===== config.mk =====
export PLATFORM = sky130hd
export DESIGN_NAME = cpu_run_ctrl
export DESIGN_NICKNAME = d
export VERILOG_FILES = /design/src/rtl/cpu_run_ctrl.sv
export SDC_FILE = /design/constraint.sdc
export NUM_CORES = 1
export LEC_CHECK = 0
export CORE_MARGIN = 3
export CORE_UTILIZATION = 46
export DETAILED_ROUTE_END_ITERATION = 10
export PLACE_DENSITY = 0.93
export RECOVER_POWER = 50
export SLEW_MARGIN = 20
export SYNTH_ARGS = -nofsm -noshare
export SYNTH_HDL_FRONTEND = slang
export SYNTH_SLANG_ARGS = --single-unit

===== constraint.sdc =====
create_clock -name clk -period 4.49 [get_ports clk]
set_input_delay 0.898 -clock clk [delete_from_list [all_inputs] [get_ports clk]]
set_output_delay 0.898 -clock clk [all_outputs]
set_load 0.02 [all_outputs]

===== src/rtl/cpu_run_ctrl.sv =====
// Run-control sequencer for the single-cycle RV32I core: gates all commits through cpu_en
// and records why the core stopped (halt command, step, breakpoint, ebreak/ecall, timeout).
module cpu_run_ctrl #(
  parameter int XLEN       = 32,
  parameter int CNT_W      = 32,
  parameter int MAX_CYCLES = 2000
) (
  input  logic             clk,
  input  logic             reset,
  input  logic             cmd_valid,
  output logic             cmd_ready,
  input  logic [1:0]       cmd_op,
  input  logic             bp_en,
  input  logic [XLEN-1:0]  bp_addr,
  input  logic [XLEN-1:0]  pc,
  input  logic [XLEN-1:0]  instr,
  output logic             cpu_en,
  output logic             halted,
  output logic [2:0]       stop_cause,
  output logic             stop_pulse,
  output logic [CNT_W-1:0] instr_cnt
);

  typedef enum logic [1:0] {
    ST_HALT = 2'd0,
    ST_RUN  = 2'd1,
    ST_STEP = 2'd2
  } state_t;

  localparam logic [1:0] OP_RUN   = 2'b00;
  localparam logic [1:0] OP_HALT  = 2'b01;
  localparam logic [1:0] OP_STEP  = 2'b10;
  localparam logic [1:0] OP_CLEAR = 2'b11;

  localparam logic [2:0] CAUSE_NONE    = 3'd0;
  localparam logic [2:0] CAUSE_HALT    = 3'd1;
  localparam logic [2:0] CAUSE_STEP    = 3'd2;
  localparam logic [2:0] CAUSE_BP      = 3'd3;
  localparam logic [2:0] CAUSE_SYS     = 3'd4;
  localparam logic [2:0] CAUSE_TIMEOUT = 3'd5;

  localparam int              RUN_W     = $clog2(MAX_CYCLES + 1);
  localparam logic [RUN_W-1:0] RUN_LIMIT = RUN_W'(MAX_CYCLES);

  localparam logic [XLEN-1:0] INSTR_EBREAK = XLEN'(32'h0010_0073);
  localparam logic [XLEN-1:0] INSTR_ECALL  = XLEN'(32'h0000_0073);

  state_t           state;
  logic             skip;
  logic [RUN_W-1:0] run_cnt;

  logic       accept;
  logic       timeout_hit;
  logic       bp_hit;
  logic       sys_hit;
  logic       stop_hit;
  logic [2:0] hit_cause;

  assign cmd_ready = (state != ST_STEP);
  assign accept    = cmd_valid && cmd_ready;

  // Stop detection only matters in RUN; skip lets a resumed run step past the
  // breakpoint or ebreak it stopped on.
  always_comb begin
    timeout_hit = 1'b0;
    bp_hit      = 1'b0;
    sys_hit     = 1'b0;
    stop_hit    = 1'b0;
    hit_cause   = CAUSE_NONE;
    if (state == ST_RUN) begin
      timeout_hit = (run_cnt == RUN_LIMIT);
      bp_hit      = bp_en && (pc == bp_addr) && !skip;
      sys_hit     = ((instr == INSTR_EBREAK) || (instr == INSTR_ECALL)) && !skip;
      stop_hit    = timeout_hit || bp_hit || sys_hit;
      if (timeout_hit) begin
        hit_cause = CAUSE_TIMEOUT;
      end else if (bp_hit) begin
        hit_cause = CAUSE_BP;
      end else if (sys_hit) begin
        hit_cause = CAUSE_SYS;
      end
    end
  end

  // Reset masks the commit enable so a reset during RUN commits nothing.
  always_comb begin
    cpu_en = 1'b0;
    if (!reset) begin
      cpu_en = ((state == ST_RUN) && !stop_hit) || (state == ST_STEP);
    end
  end

  always_ff @(posedge clk) begin
    if (reset) begin
      state      <= ST_HALT;
      halted     <= 1'b1;
      stop_cause <= CAUSE_NONE;
      stop_pulse <= 1'b0;
      instr_cnt  <= '0;
      skip       <= 1'b0;
      run_cnt    <= '0;
    end else begin
      stop_pulse <= 1'b0;

      if (cpu_en) begin
        instr_cnt <= instr_cnt + 1'b1;
        skip      <= 1'b0;
      end

      case (state)
        ST_HALT: begin
          if (accept) begin
            case (cmd_op)
              OP_RUN: begin
                state      <= ST_RUN;
                halted     <= 1'b0;
                run_cnt    <= '0;
                skip       <= 1'b1;
                stop_cause <= CAUSE_NONE;
              end
              OP_STEP: begin
                state      <= ST_STEP;
                halted     <= 1'b0;
                stop_cause <= CAUSE_NONE;
              end
              OP_CLEAR: begin
                instr_cnt  <= '0;
                stop_cause <= CAUSE_NONE;
              end
              default: begin
              end
            endcase
          end
        end

        ST_RUN: begin
          if (cpu_en && (run_cnt != RUN_LIMIT)) begin
            run_cnt <= run_cnt + 1'b1;
          end
          // CLEAR overrides this cycle's count increment; a stop cause below still wins.
          if (accept && (cmd_op == OP_CLEAR)) begin
            instr_cnt  <= '0;
            stop_cause <= CAUSE_NONE;
          end
          if (stop_hit) begin
            state      <= ST_HALT;
            halted     <= 1'b1;
            stop_pulse <= 1'b1;
            stop_cause <= hit_cause;
          end else if (accept && (cmd_op == OP_HALT)) begin
            state      <= ST_HALT;
            halted     <= 1'b1;
            stop_pulse <= 1'b1;
            stop_cause <= CAUSE_HALT;
          end
        end

        ST_STEP: begin
          state      <= ST_HALT;
          halted     <= 1'b1;
          stop_pulse <= 1'b1;
          stop_cause <= CAUSE_STEP;
        end

        default: begin
          state  <= ST_HALT;
          halted <= 1'b1;
        end
      endcase
    end
  end

endmodule


=== Yosys cells after proc, flatten, opt, wreduce, memory -nomap -nowiden ===
Cells that the tools add are included.

* Mux-type cells: 37
* Add/subtract/negate cells: 2
* Reduce and logical (&&, ||, !) cells: 24
* Equality and inequality tests: 19

{| class="wikitable"
|+ Operators with widths
! operator !! number
|-
| $mux 32 || 4
|-
| $pmux 32 s2 || 1
|-
| $mux 11 || 3
|-
| $add 32x1->32 const B || 1
|-
| $eq 32x21->1 const B || 1
|-
| $eq 32x32->1 || 1
|-
| $eq 32x7->1 const B || 1
|-
| $mux 3 || 8
|-
| $pmux 11 s2 || 1
|-
| $mux 1 || 12
|-
| $add 11x1->11 const B || 1
|-
| $eq 11x11->1 const B || 1
|-
| $ne 11x11->1 const B || 1
|-
| $pmux 3 s3 || 1
|-
| $logic_and 1x1->1 || 8
|-
| $ne 2x2->1 const B || 4
|-
| $pmux 2 s2 || 2
|-
| $reduce_and 4->1 || 2
|-
| $eq 2x2->1 const B || 3
|-
| $mux 2 || 3
|-
| $reduce_and 3->1 || 2
|-
| $eq 2x1->1 const B || 2
|-
| $logic_not 2->1 || 2
|-
| $logic_or 1x1->1 || 4
|-
| 10 further kinds || 13
|}

* Register bits after elaboration: 51
* Logic and storage cells: 89

=== Logic depth before layout (Yosys ltp) ===
Gate-level depths: netlist (run 1).

* Depth in word-level cells: 14
* Depth in mapped cells: 11
* Mapped depth without buffers: 9

=== Least setup slack after synthesis (run 1) ===
OpenSTA, ideal clock, no wires.

* Path type: input -> output
* From: input port bp_addr[24]
* To: output port cpu_en
* Setup slack: 1.150 ns
* Buffers on the path: 0
* Arrival time: 2.442 ns
* Cell stages on the path: 6
* Cell sequence: xnor2_1 > nand4_1 > or4_1 > o2111a_1 > o21ai_2 > inv_1

* Cells in the longest elaborated chain, start to end: 10

{| class="wikitable"
|+ RTL lines
! item !! line !! text
|-
| start: declaration || 14 || <nowiki>input logic [XLEN-1:0] bp_addr,</nowiki>
|-
| $eq 32x32->1 || 72 || <nowiki>bp_hit = bp_en && (pc == bp_addr) && !skip;</nowiki>
|-
| $logic_and 1x1->1 (2 in series) || 72 ||
|-
| $logic_or 1x1->1 (2 in series) || 74 || <nowiki>stop_hit = timeout_hit || bp_hit || sys_hit;</nowiki>
|-
| $mux 1 || 70 || <nowiki>if (state == ST_RUN) begin</nowiki>
|-
| $logic_not 1->1 || 89 || <nowiki>cpu_en = ((state == ST_RUN) && !stop_hit) || (state == ST_STEP);</nowiki>
|-
| $logic_and 1x1->1 || 89 ||
|-
| $logic_or 1x1->1 || 89 ||
|-
| $mux 1 || 88 || <nowiki>if (!reset) begin</nowiki>
|-
| end: declaration || 17 || <nowiki>output logic cpu_en,</nowiki>
|}

Every way passes these cells.

=== Final worst setup path (run 1) ===
* From: input port bp_addr[30]
* To: output port cpu_en

Same word-level chain as after synthesis.

==> flow_metrics.py, run 1 <==
metrics = {
    "run_status": {
        "outcome": "completed",
    },
    "cts": {
        "clkSinkCount": 51,
        "cts-root-buf": "clkbuf_8",
        "ctsResizeCount": 0,
        "clock_latency_ns": 0.31,
        "cts_buffers": 5,
        "cts_tree": "done",
        "postCtsHoldBufs": 0,
        "cts_buffer_depth": 2,
        "path_clk_slew_ns": 0.10,
        "cts_setup_buffers": 0,
        "h-tree-depth": 2,
    },
    "timing": {
        "drv_slew": 0,
        "tightest_slew_ns": 0.919,
        "whs_ns": 0.464,
        "fmax_ghz": 0.234,
        "finalCritPeriodShare": 0.952,
        "period_needed_ns": 4.27,
        "fin_skew_ns": 0.0114,
        "relSlewSlack": 0.381,
        "finalSetupViolations": 0,
        "finalSetupTns_ns": 0,
        "rsz0062_at_grt": "no",
        "fin_ws_ns": 0.217,
        "hold_viol": 0,
    },
    "global_route": {
        "grt_max_degree": 26,
        "grt.total_usage": 0.219,
        "grt_overflow": 0,
        "grt_pass1_wl_um": 13800,
        "grt_pass1_vias": 3289,
        "antenna_found_initial": 0,
    },
    "power": {
        "power_w": 0.000945,
        "peakVddDrop_mv": 0.111,
        "powerDensity_nw_per_um2": 203,
        "p_leak_nw": 1.65,
    },
    "yosys": {
        "synth_cells": 377,
        "ys_types": 45,
        "synth_area_um2": 3140,
        "synth-seq-cells": 51,
        "yosysSeqAreaShare": 0.325,
        "synthArstFlopShare": 0,
        "synth_edf_count": 0,
        "synth_flop_cell": "dfxtp_1",
        "syn_nets": 486,
        "yosys_warnings": 0,
        "syn_avg_cell_area_um2": 8.33,
    },
    "detailed_routing": {
        "postRouteAntennaNets": 0,
        "drcViolationCount": 0,
        "drtPass1Iterations": 5,
        "via_per_inst": 5.72,
        "routedWlPerCell_um": 14.5,
        "drt_iter0_drc": 137,
        "wirelength_um": 8590,
        "vias": 3385,
    },
    "setup_path": {
        "cp_common_cell": "clkdlybuf4s50_1",
        "critPathKind": "in -> out",
        "critPathSlowestCell": "or4_1",
        "cp-start-kind": "primary input",
        "worstPathArrival_ns": 3.37,
        "critPathCaptureType": "primary output",
        "required_ns": 3.59,
        "worst_path_largest_cell_delay_ns": 0.65,
        "crit_chain": "clkdlybuf4s50_1 > xnor2_1 > nand4_1 > or4_1 > o2111a_1 > o21ai_2 > inv_1 > clkdlybuf4s50_1",
        "critical_path.max_fanout": 4,
    },
    "place": {
        "place.port_buffers": 139,
        "place_ws_ns": 0.187,
        "gp_congestion": 0.808,
        "dp_hpwl_um": 6950,
    },
    "final_layout": {
        "fin_nets": 623,
        "n_fill_cell": 502,
        "syn_to_final_growth_pct": 48.1,
        "final_core_util": 0.716,
        "drive_gt1_frac": 0.0563,
        "antenna_cells": 0,
    },
    "hold_path": {
        "min_path_type": "reg -> reg",
    },
    "die": {
        "pin_count": 141,
        "die_area_um2": 7850,
        "die_w_um": 88.6,
        "rows": 29,
        "initial_core_util": 0.483,
        "dieHeight_um": 88.6,
        "core_area_um2": 6490,
    },
    "flow_run": {
        "maxCapViolations": 0,
    },
}
## report_power, final
| group | switching (W) | leakage (nW) | internal (W) |
|---|---|---|---|
| clock network | 0.000167 | 0.0491 | 0.000115 |
| logic | 0.0000814 | 1.19 | 0.000119 |
| registers | 0.00000606 | 0.411 | 0.000457 |
| total | 0.000255 | 1.65 | 0.000690 |
## worst max-delay path, delay by kind of cell
kind	cells	cell delay, ns
buf+inv	3	1.11
compound gates	2	0.49
simple gates	2	0.76
xor+xnor	1	0.12
## sequential cells by signal (all words and copies together) (netlist names)
| name | flops |
|---|---|
| stop_cause | 3 |
| stop_pulse | 1 |
| state | 2 |
| halted | 1 |
| instr_cnt | 32 |
| run_cnt | 11 |
| skip | 1 |
## stage by stage
step	instance area, um^2	instances
final	4650	592
after global routing	4650	592
after CTS	4660	592
after detailed placement	4560	584
after global placement	4560	584
after floorplan	3140	377
## logic make-up (layout without fill, tap and decap cells)
logic type / count (synthesis) / count (layout) / synth area share
flops: 51 / 51 / 0.325
fa+ha+maj: 7 / 7 / 0.0279
xor+xnor: 41 / 41 / 0.114
simple gates: 147 / 147 / 0.268
buf+inv: 29 / 167 / 0.0486
compound gates: 102 / 102 / 0.216
## cell usage after synthesis (all sizes together), types with 3 or more instances
cell type   n  share of area
a21oi      32          0.051
and2        7          0.014
and3        5          0.010
buf         7          0.022
clkbuf      6         0.0072
dfxtp      51           0.33
ha          7          0.028
inv        16          0.019
nand2      29          0.035
nand3      19          0.030
nand4      11          0.022
nor2       16          0.022
nor3        7          0.016
nor4        8          0.016
o2111ai     3         0.0084
o211ai      9          0.029
o21a        4         0.0096
o21ai      32          0.055
o31ai      13          0.031
or2         3         0.0060
or3        18          0.036
or4        15          0.036
xnor2      26          0.073
xor2       15          0.042
## layout make-up
cell class              instances  area (um^2)  area share
well taps                      77         96.3      0.0207
clock inverters                 3         26.3     0.00565
clock buffers                   5         68.8      0.0148
inverters                      16         60.1      0.0129
multi-input cells             297         1960       0.422
repair buffers                143         1420       0.305
flip-flops and latches         51         1020       0.220
## per-layer routing
| metal | GRT usage | vias up | wire length [um] |
|---|---|---|---|
| met1 | 0.252 | 1568 | 3430 |
| met4 | 0.0659 | 0 | 80 |
| met5 | 0 | - | 0 |
| li1 | - | 1673 | - |
| met2 | 0.409 | 134 | 4470 |
| met3 | 0.0382 | 10 | 609 |
## cell usage in the layout (no fill, tap or decap), types with 16 or more instances in the layout
cell / Yosys / final
nand3_1: 19 / 19
dfxtp_1: 51 / 51
o21ai_0: 18 / 18
dlygate4sd3_1: 0 / 38
a21oi_1: 32 / 32
or3_1: 18 / 18
xnor2_1: 26 / 26
inv_1: 16 / 16
clkdlybuf4s50_1: 0 / 101
nand2_1: 29 / 29
## path summary, 6_finish.rpt
check,slack [ns],end,cells past startpoint,from
max reg2reg,1.59,run_cnt[10],7,run_cnt[2]
min reg2reg,0.46,stop_cause[0],2,stop_cause[0]
min,0.46,stop_cause[0],2,stop_cause[0]
max,0.22,cpu_en,8,bp_addr[30]
No activity file was read; power rests on OpenSTA's default activity.
==> run 2: changes to the inputs <==
- CORE_UTILIZATION: 46 -> 38
- CTS_CLUSTER_SIZE: not set -> 40
- PLACE_DENSITY: 0.93 -> 0.83
- clock period: 4.49 -> 3.9 ns (I/O delays scaled with it)
==> run 2 against run 1 <==
Against the previous run: global-route usage fell by 3.8 points; wire length rose by 3.7%; combinational power rose by 16%; setup slack got worse by 0.072 ns; worst hold slack got worse by 0.014 ns; clock power rose by 37%; largest cell class unchanged.
==> flow_metrics.py, run 2 (same netlist as run 1, synthesis figures left out) <==
metrics = {
    "setup_path": {
        "timing.rr.end": "instr_cnt[27]",
        "crit_chain": "clkdlybuf4s50_1 > xnor2_1 > nand4_1 > or4_1 > o2111a_1 > o21ai_2 > inv_1 > dlygate4sd2_1",
        "critPathSlowestCell": "or4_1",
        "critPathKind": "in -> out",
        "reg2reg_from": "run_cnt[0]",
        "required_ns": 3.12,
        "critical_path.max_fanout": 2,
        "critPathCaptureType": "primary output",
        "timing.reg2reg.setup_slack_ns": 0.82,
        "crit_family": "buffers and inverters",
        "worst_path_largest_cell_delay_ns": 0.60,
        "worstPathArrival_ns": 2.97,
        "cp-start-kind": "primary input",
        "reg2regPathDepth": 9,
        "critPathBufInv": 3,
    },
    "detailed_routing": {
        "routedWlPerCell_um": 14.3,
        "wirelength_um": 8900,
        "drt_iter0_drc": 123,
        "vias": 3442,
        "drtPass1Iterations": 4,
        "postRouteAntennaNets": 0,
        "via_per_inst": 5.52,
        "drcViolationCount": 0,
    },
    "power": {
        "powerDensity_nw_per_um2": 243,
        "p_leak_nw": 1.68,
        "peakVddDrop_mv": 0.137,
        "power_w": 0.00115,
    },
    "final_layout": {
        "final_common_cell": "clkdlybuf4s50_1",
        "layout_common_cells": "clkdlybuf4s50_1 (100), dfxtp_1 (51), dlygate4sd3_1 (38)",
        "syn_to_final_growth_pct": 50.8,
        "largest_reg_flops": 32,
        "area.sequential_um2": 1020,
        "drive_gt1_frac": 0.0653,
        "antenna_cells": 0,
        "multiInputGateArea_um2": 1950,
        "regMostFlops": "instr_cnt",
        "fin_nets": 629,
        "n_fill_cell": 672,
        "largest_registers": "instr_cnt: 32 flops, run_cnt: 11 flops, stop_cause: 3 flops",
    },
    "place": {
        "dp_hpwl_um": 7140,
        "gp_congestion": 0.833,
        "place.port_buffers": 139,
    },
    "die": {
        "die_area_um2": 9390,
        "dieHeight_um": 96.9,
        "rows": 32,
        "core_area_um2": 7890,
        "pin_count": 141,
        "initial_core_util": 0.398,
        "die_w_um": 96.9,
    },
    "global_route": {
        "antenna_found_initial": 0,
        "grt_pass1_wl_um": 14600,
        "grt.total_usage": 0.181,
        "grt_overflow": 0,
        "grt_max_degree": 23,
        "grt_pass1_vias": 3260,
    },
    "hold_path": {
        "min_path_type": "reg -> reg",
        "hold_start": "stop_cause[2]",
        "hold_depth": 2,
        "hold_end": "stop_cause[2]",
    },
    "cts": {
        "path_clk_slew_ns": 0.09,
        "h-tree-depth": 2,
        "cts_buffers": 5,
        "cts-root-buf": "clkbuf_8",
        "cts_setup_buffers": 0,
        "clkSinkCount": 51,
        "cts_tree": "done",
        "cts_buffer_depth": 2,
        "clock_latency_ns": 0.31,
    },
    "run_status": {
        "outcome": "completed",
    },
    "timing": {
        "finalSetupViolations": 0,
        "fin_skew_ns": 0.00737,
        "hold_viol": 0,
        "tightest_slew_ns": 0.859,
        "drv_slew": 0,
        "fmax_ghz": 0.266,
        "period_needed_ns": 3.75,
        "finalCritPeriodShare": 0.963,
        "whs_ns": 0.451,
        "rsz0062_at_grt": "no",
        "relSlewSlack": 0.423,
    },
    "flow_run": {
        "maxCapViolations": 0,
    },
}
==> run 2: cell count changes in the layout (fill, tap and decap cells not counted), sizes merged <==
cell,previous run,this run
buf,3,8
clkbuf,6,8
inv,18,16
bufinv,0,1
clkdlybuf4s50,101,100
dlygate4sd2,0,1
==> run 2: layer usage <==
metal	wire length, um	global-route usage	part of all wire	vias to the layer above
li1	-	-	-	1684
met1	3540	0.211	0.40	1596
met2	4460	0.327	0.50	148
met3	774	0.0454	0.087	14
met4	130	0.0486	0.015	0
met5	0	0	0	-
==> run 2: worst max path at each step <==
stage / from / slack (ns) / end / cells past startpoint
6_report: pc[24] / 0.15 / cpu_en / 8
5_1_grt: instr[7] / 0.02 / cpu_en / 8
4_1_cts: bp_addr[30] / 0.13 / cpu_en / 8
3_5_place_dp: bp_addr[30] / -0.09 / cpu_en / 8
3_3_place_gp: bp_addr[30] / -0.07 / cpu_en / 8
2_1_floorplan: bp_addr[24] / 0.80 / cpu_en / 6
==> run 2: tightest hold or removal path: cells and delay by family (launching register included) <==
kind	cells	cell delay [ns]
DFF	1	0.31
AOI/OAI and AO/OA	1	0.05
and+or+nand+nor	1	0.05
==> run 2: where the power goes <==
group          switching (W)  internal, W
registers         0.00000664     0.000526
clock network       0.000177     0.000208
logic              0.0000958     0.000137
==> run 2: per-stage QoR <==
step	std cells	utilization	setup TNS (ns)	cell area, um^2	setup slack (ns)
6_report	623	0.600	0	4730	0.145
5_1_grt	623	0.600	0	4730	0.0177
4_1_cts	623	0.603	0	4760	0.126
3_5_place_dp	615	0.588	-0.0923	4640	-0.0923
3_3_place_gp	615	0.588	-0.0710	4640	-0.0710
2_1_floorplan	377	-	0	3140	0.796
==> run 2: repair_timing <==
item,CTS,global route
gates resized for setup,1,0
hold buffers,0,0
endpoints found under the setup margin,1,0
endpoints found under the hold margin,0,0
==> run 2: area by class of cell <==
type | instances | area share
Multi-Input combinational cell | 297 | 0.412
Clock inverter | 2 | 0.00740
Sequential cell | 51 | 0.216
Clock buffer | 6 | 0.0174
Tap cell | 102 | 0.0270
Timing Repair Buffer | 149 | 0.308
Inverter | 16 | 0.0127
==> run 3: changes to the inputs <==
- ABC_AREA: not set -> 1
- CORE_UTILIZATION: 38 -> 41
- PLACE_DENSITY: 0.83 -> 0.84
==> run 3 against run 2 <==
Against the previous run: sequential power up 14%; design area rose by 15%; synthesized area grew 23%; global-route usage grew 3.9 points; power up 31%; clock power decreased by 5.7%; critical path type unchanged; largest cell class unchanged.
==> flow_metrics.py, run 3 <==
metrics = {
    "run_status": {
        "outcome": "completed",
    },
    "global_route": {
        "grt_pass1_wl_um": 18700,
        "grt.total_usage": 0.219,
        "grt_max_degree": 30,
        "grt_pass1_vias": 4077,
        "grt_overflow": 0,
        "antenna_found_initial": 0,
    },
    "setup_path": {
        "cp-start-kind": "primary input",
        "critPathKind": "in -> out",
        "critical_path.max_fanout": 9,
        "critPathCaptureType": "primary output",
        "timing.reg2reg.setup_slack_ns": 1.43,
        "required_ns": 3.12,
        "worstPathArrival_ns": 2.87,
    },
    "die": {
        "die_area_um2": 10600,
        "rows": 34,
        "initial_core_util": 0.431,
        "dieHeight_um": 103,
        "core_area_um2": 8930,
        "pin_count": 141,
        "die_w_um": 103,
    },
    "detailed_routing": {
        "met2_length_um": 5800,
        "wirelength_um": 11500,
        "top_layer": "met4",
        "drtPass1Iterations": 4,
        "drt_iter0_drc": 157,
        "vias": 4319,
        "met3WireLength_um": 512,
        "drcViolationCount": 0,
        "via_per_inst": 4.96,
        "routedWlPerCell_um": 13.3,
        "postRouteAntennaNets": 0,
        "met1_length_um": 5010,
    },
    "yosys": {
        "synthArstFlopShare": 0,
        "netlist.area_leader.share": 0.265,
        "syn_nets": 732,
        "yosysSeqAreaShare": 0.265,
        "synth_edf_count": 0,
        "synth_area_leader_cell": "dfxtp_1",
        "yosys_warnings": 0,
        "synth_common_cells": "nand2_1 (158), inv_1 (112), nor2_1 (90), dfxtp_1 (51), nand3_1 (31)",
        "syn_avg_cell_area_um2": 6.17,
        "synth-seq-cells": 51,
        "synth_flop_cell": "dfxtp_1",
        "synth_cells": 623,
        "synth_area_leaders": "dfxtp_1 (27%), nand2_1 (15%), inv_1 (11%)",
        "ys_types": 39,
        "yosys.cell_count.top_type": "nand2_1",
        "synth_area_um2": 3850,
    },
    "timing": {
        "hold_viol": 0,
        "drv_slew": 0,
        "fin_skew_ns": 0.0119,
        "finalSetupViolations": 0,
        "finalCritPeriodShare": 0.935,
        "rsz0062_at_grt": "no",
        "fin_ws_ns": 0.255,
        "tightest_slew_ns": 0.548,
        "period_needed_ns": 3.65,
        "relSlewSlack": 0.635,
        "fmax_ghz": 0.274,
        "finalSetupTns_ns": 0,
    },
    "final_layout": {
        "syn_to_final_growth_pct": 41.4,
        "regMostFlops": "instr_cnt",
        "multiInputGateArea_um2": 2300,
        "final_core_util": 0.609,
        "n_fill_cell": 821,
        "final_common_cell": "nand2_1",
        "drive_gt1_frac": 0.0643,
        "largest_reg_flops": 32,
        "fin_nets": 871,
        "layout_common_cells": "nand2_1 (158), inv_1 (112), clkdlybuf4s50_1 (102)",
        "largest_registers": "instr_cnt: 32 flops, run_cnt: 11 flops, stop_cause: 3 flops",
        "area.sequential_um2": 1020,
        "antenna_cells": 0,
    },
    "cts": {
        "h-tree-depth": 2,
        "path_clk_slew_ns": 0.09,
        "clkSinkCount": 51,
        "cts_buffer_depth": 2,
        "ctsResizeCount": 0,
        "cts_tree": "done",
        "cts-root-buf": "clkbuf_8",
        "clock_latency_ns": 0.31,
        "postCtsHoldBufs": 0,
        "cts_setup_buffers": 0,
        "cts_buffers": 5,
    },
    "power": {
        "powerDensity_nw_per_um2": 278,
        "seq_power_share": 0.401,
        "intPower_w": 0.000984,
        "p_leak_nw": 2.30,
        "switching_share": 0.348,
        "pwr-share-comb": 0.359,
        "p_clk_frac": 0.240,
        "p_switching_w": 0.000525,
        "peakVddDrop_mv": 0.203,
    },
    "place": {
        "place_ws_ns": 0.255,
        "gp_congestion": 0.908,
        "dp_hpwl_um": 9590,
        "place.port_buffers": 139,
    },
    "hold_path": {
        "min_path_type": "reg -> reg",
    },
    "flow_run": {
        "maxCapViolations": 0,
    },
}
## run 3: cell types whose count changed after synthesis, moves of 12 or more
cell      before  now
a211oi_2       0   12
nor2_1        15   90
or3_1         18    0
o31ai_1       13    0
nand3_1       19   31
nor3_1         4   23
nand2_1       29  158
inv_1         16  112
or4_1         15    0
xnor2_1       26   14
## run 3: final timing paths
kind / startpoint / endpoint / cells past startpoint
max: pc[24] / cpu_en / 13
min: stop_cause[0] / stop_cause[0] / 2
max reg2reg: run_cnt[0] / run_cnt[7] / 14
min reg2reg: stop_cause[0] / stop_cause[0] / 2
## run 3: cell type report
cell class	instances	share of cell area
Clock buffer	5	0.0127
Clock inverter	2	0.00690
Inverter	117	0.0812
Multi-Input combinational cell	443	0.424
Sequential cell	51	0.188
Tap cell	108	0.0249
Timing Repair Buffer	144	0.263
## run 3: power by group through the flow
stage,Sequential [W],Clock [W],Combinational (W)
6_report,0.000605,0.000363,0.000541
5_1_grt,0.000610,0.000398,0.000596
4_1_cts,0.000605,0.000373,0.000552
3_5_place_dp,0.000616,0,0.000550
3_3_place_gp,0.000614,0,0.000532
2_1_floorplan,0.000639,0,0.000287
## run 3: logic make-up after synthesis
| logic type | after synthesis | share of synthesized area |
|---|---|---|
| simple gates | 344 | 0.399 |
| buf+inv | 129 | 0.134 |
| compound gates | 58 | 0.101 |
| fa+ha+maj | 7 | 0.0228 |
| xor+xnor | 34 | 0.0774 |
| flops | 51 | 0.265 |
## run 3: metal layers
| layer | vias up | track usage |
|---|---|---|
| li1 | 2208 | - |
| met3 | 24 | 0.0264 |
| met2 | 117 | 0.396 |
| met1 | 1970 | 0.278 |
| met4 | 0 | 0.0538 |
| met5 | - | 0 |
## run 3: per-stage QoR
| step | total power (W) | hold slack (ns) | area, um^2 | std cells |
|---|---|---|---|---|
| 4_1_cts | 0.00153 | 0.472 | 5440 | 870 |
| 5_1_grt | 0.00160 | 0.495 | 5440 | 870 |
| 2_1_floorplan | 0.000927 | 0.452 | 3850 | 623 |
| 3_5_place_dp | 0.00117 | 0.456 | 5340 | 863 |
| 3_3_place_gp | 0.00115 | 0.454 | 5340 | 863 |
| 6_report | 0.00151 | 0.465 | 5440 | 870 |
## run 3: critical path, cell delays in order
cell and delay, ns:
clkdlybuf4s50_1 0.50, nand2_1 0.07, nand2_1 0.07, nand2_1 0.05
nor2_1 0.14, nand2_1 0.07, nor2_1 0.14, nand3_2 0.15
nand3_2 0.11, nand2_4 0.11, nand2_4 0.10, inv_4 0.04
clkdlybuf4s50_1 0.53
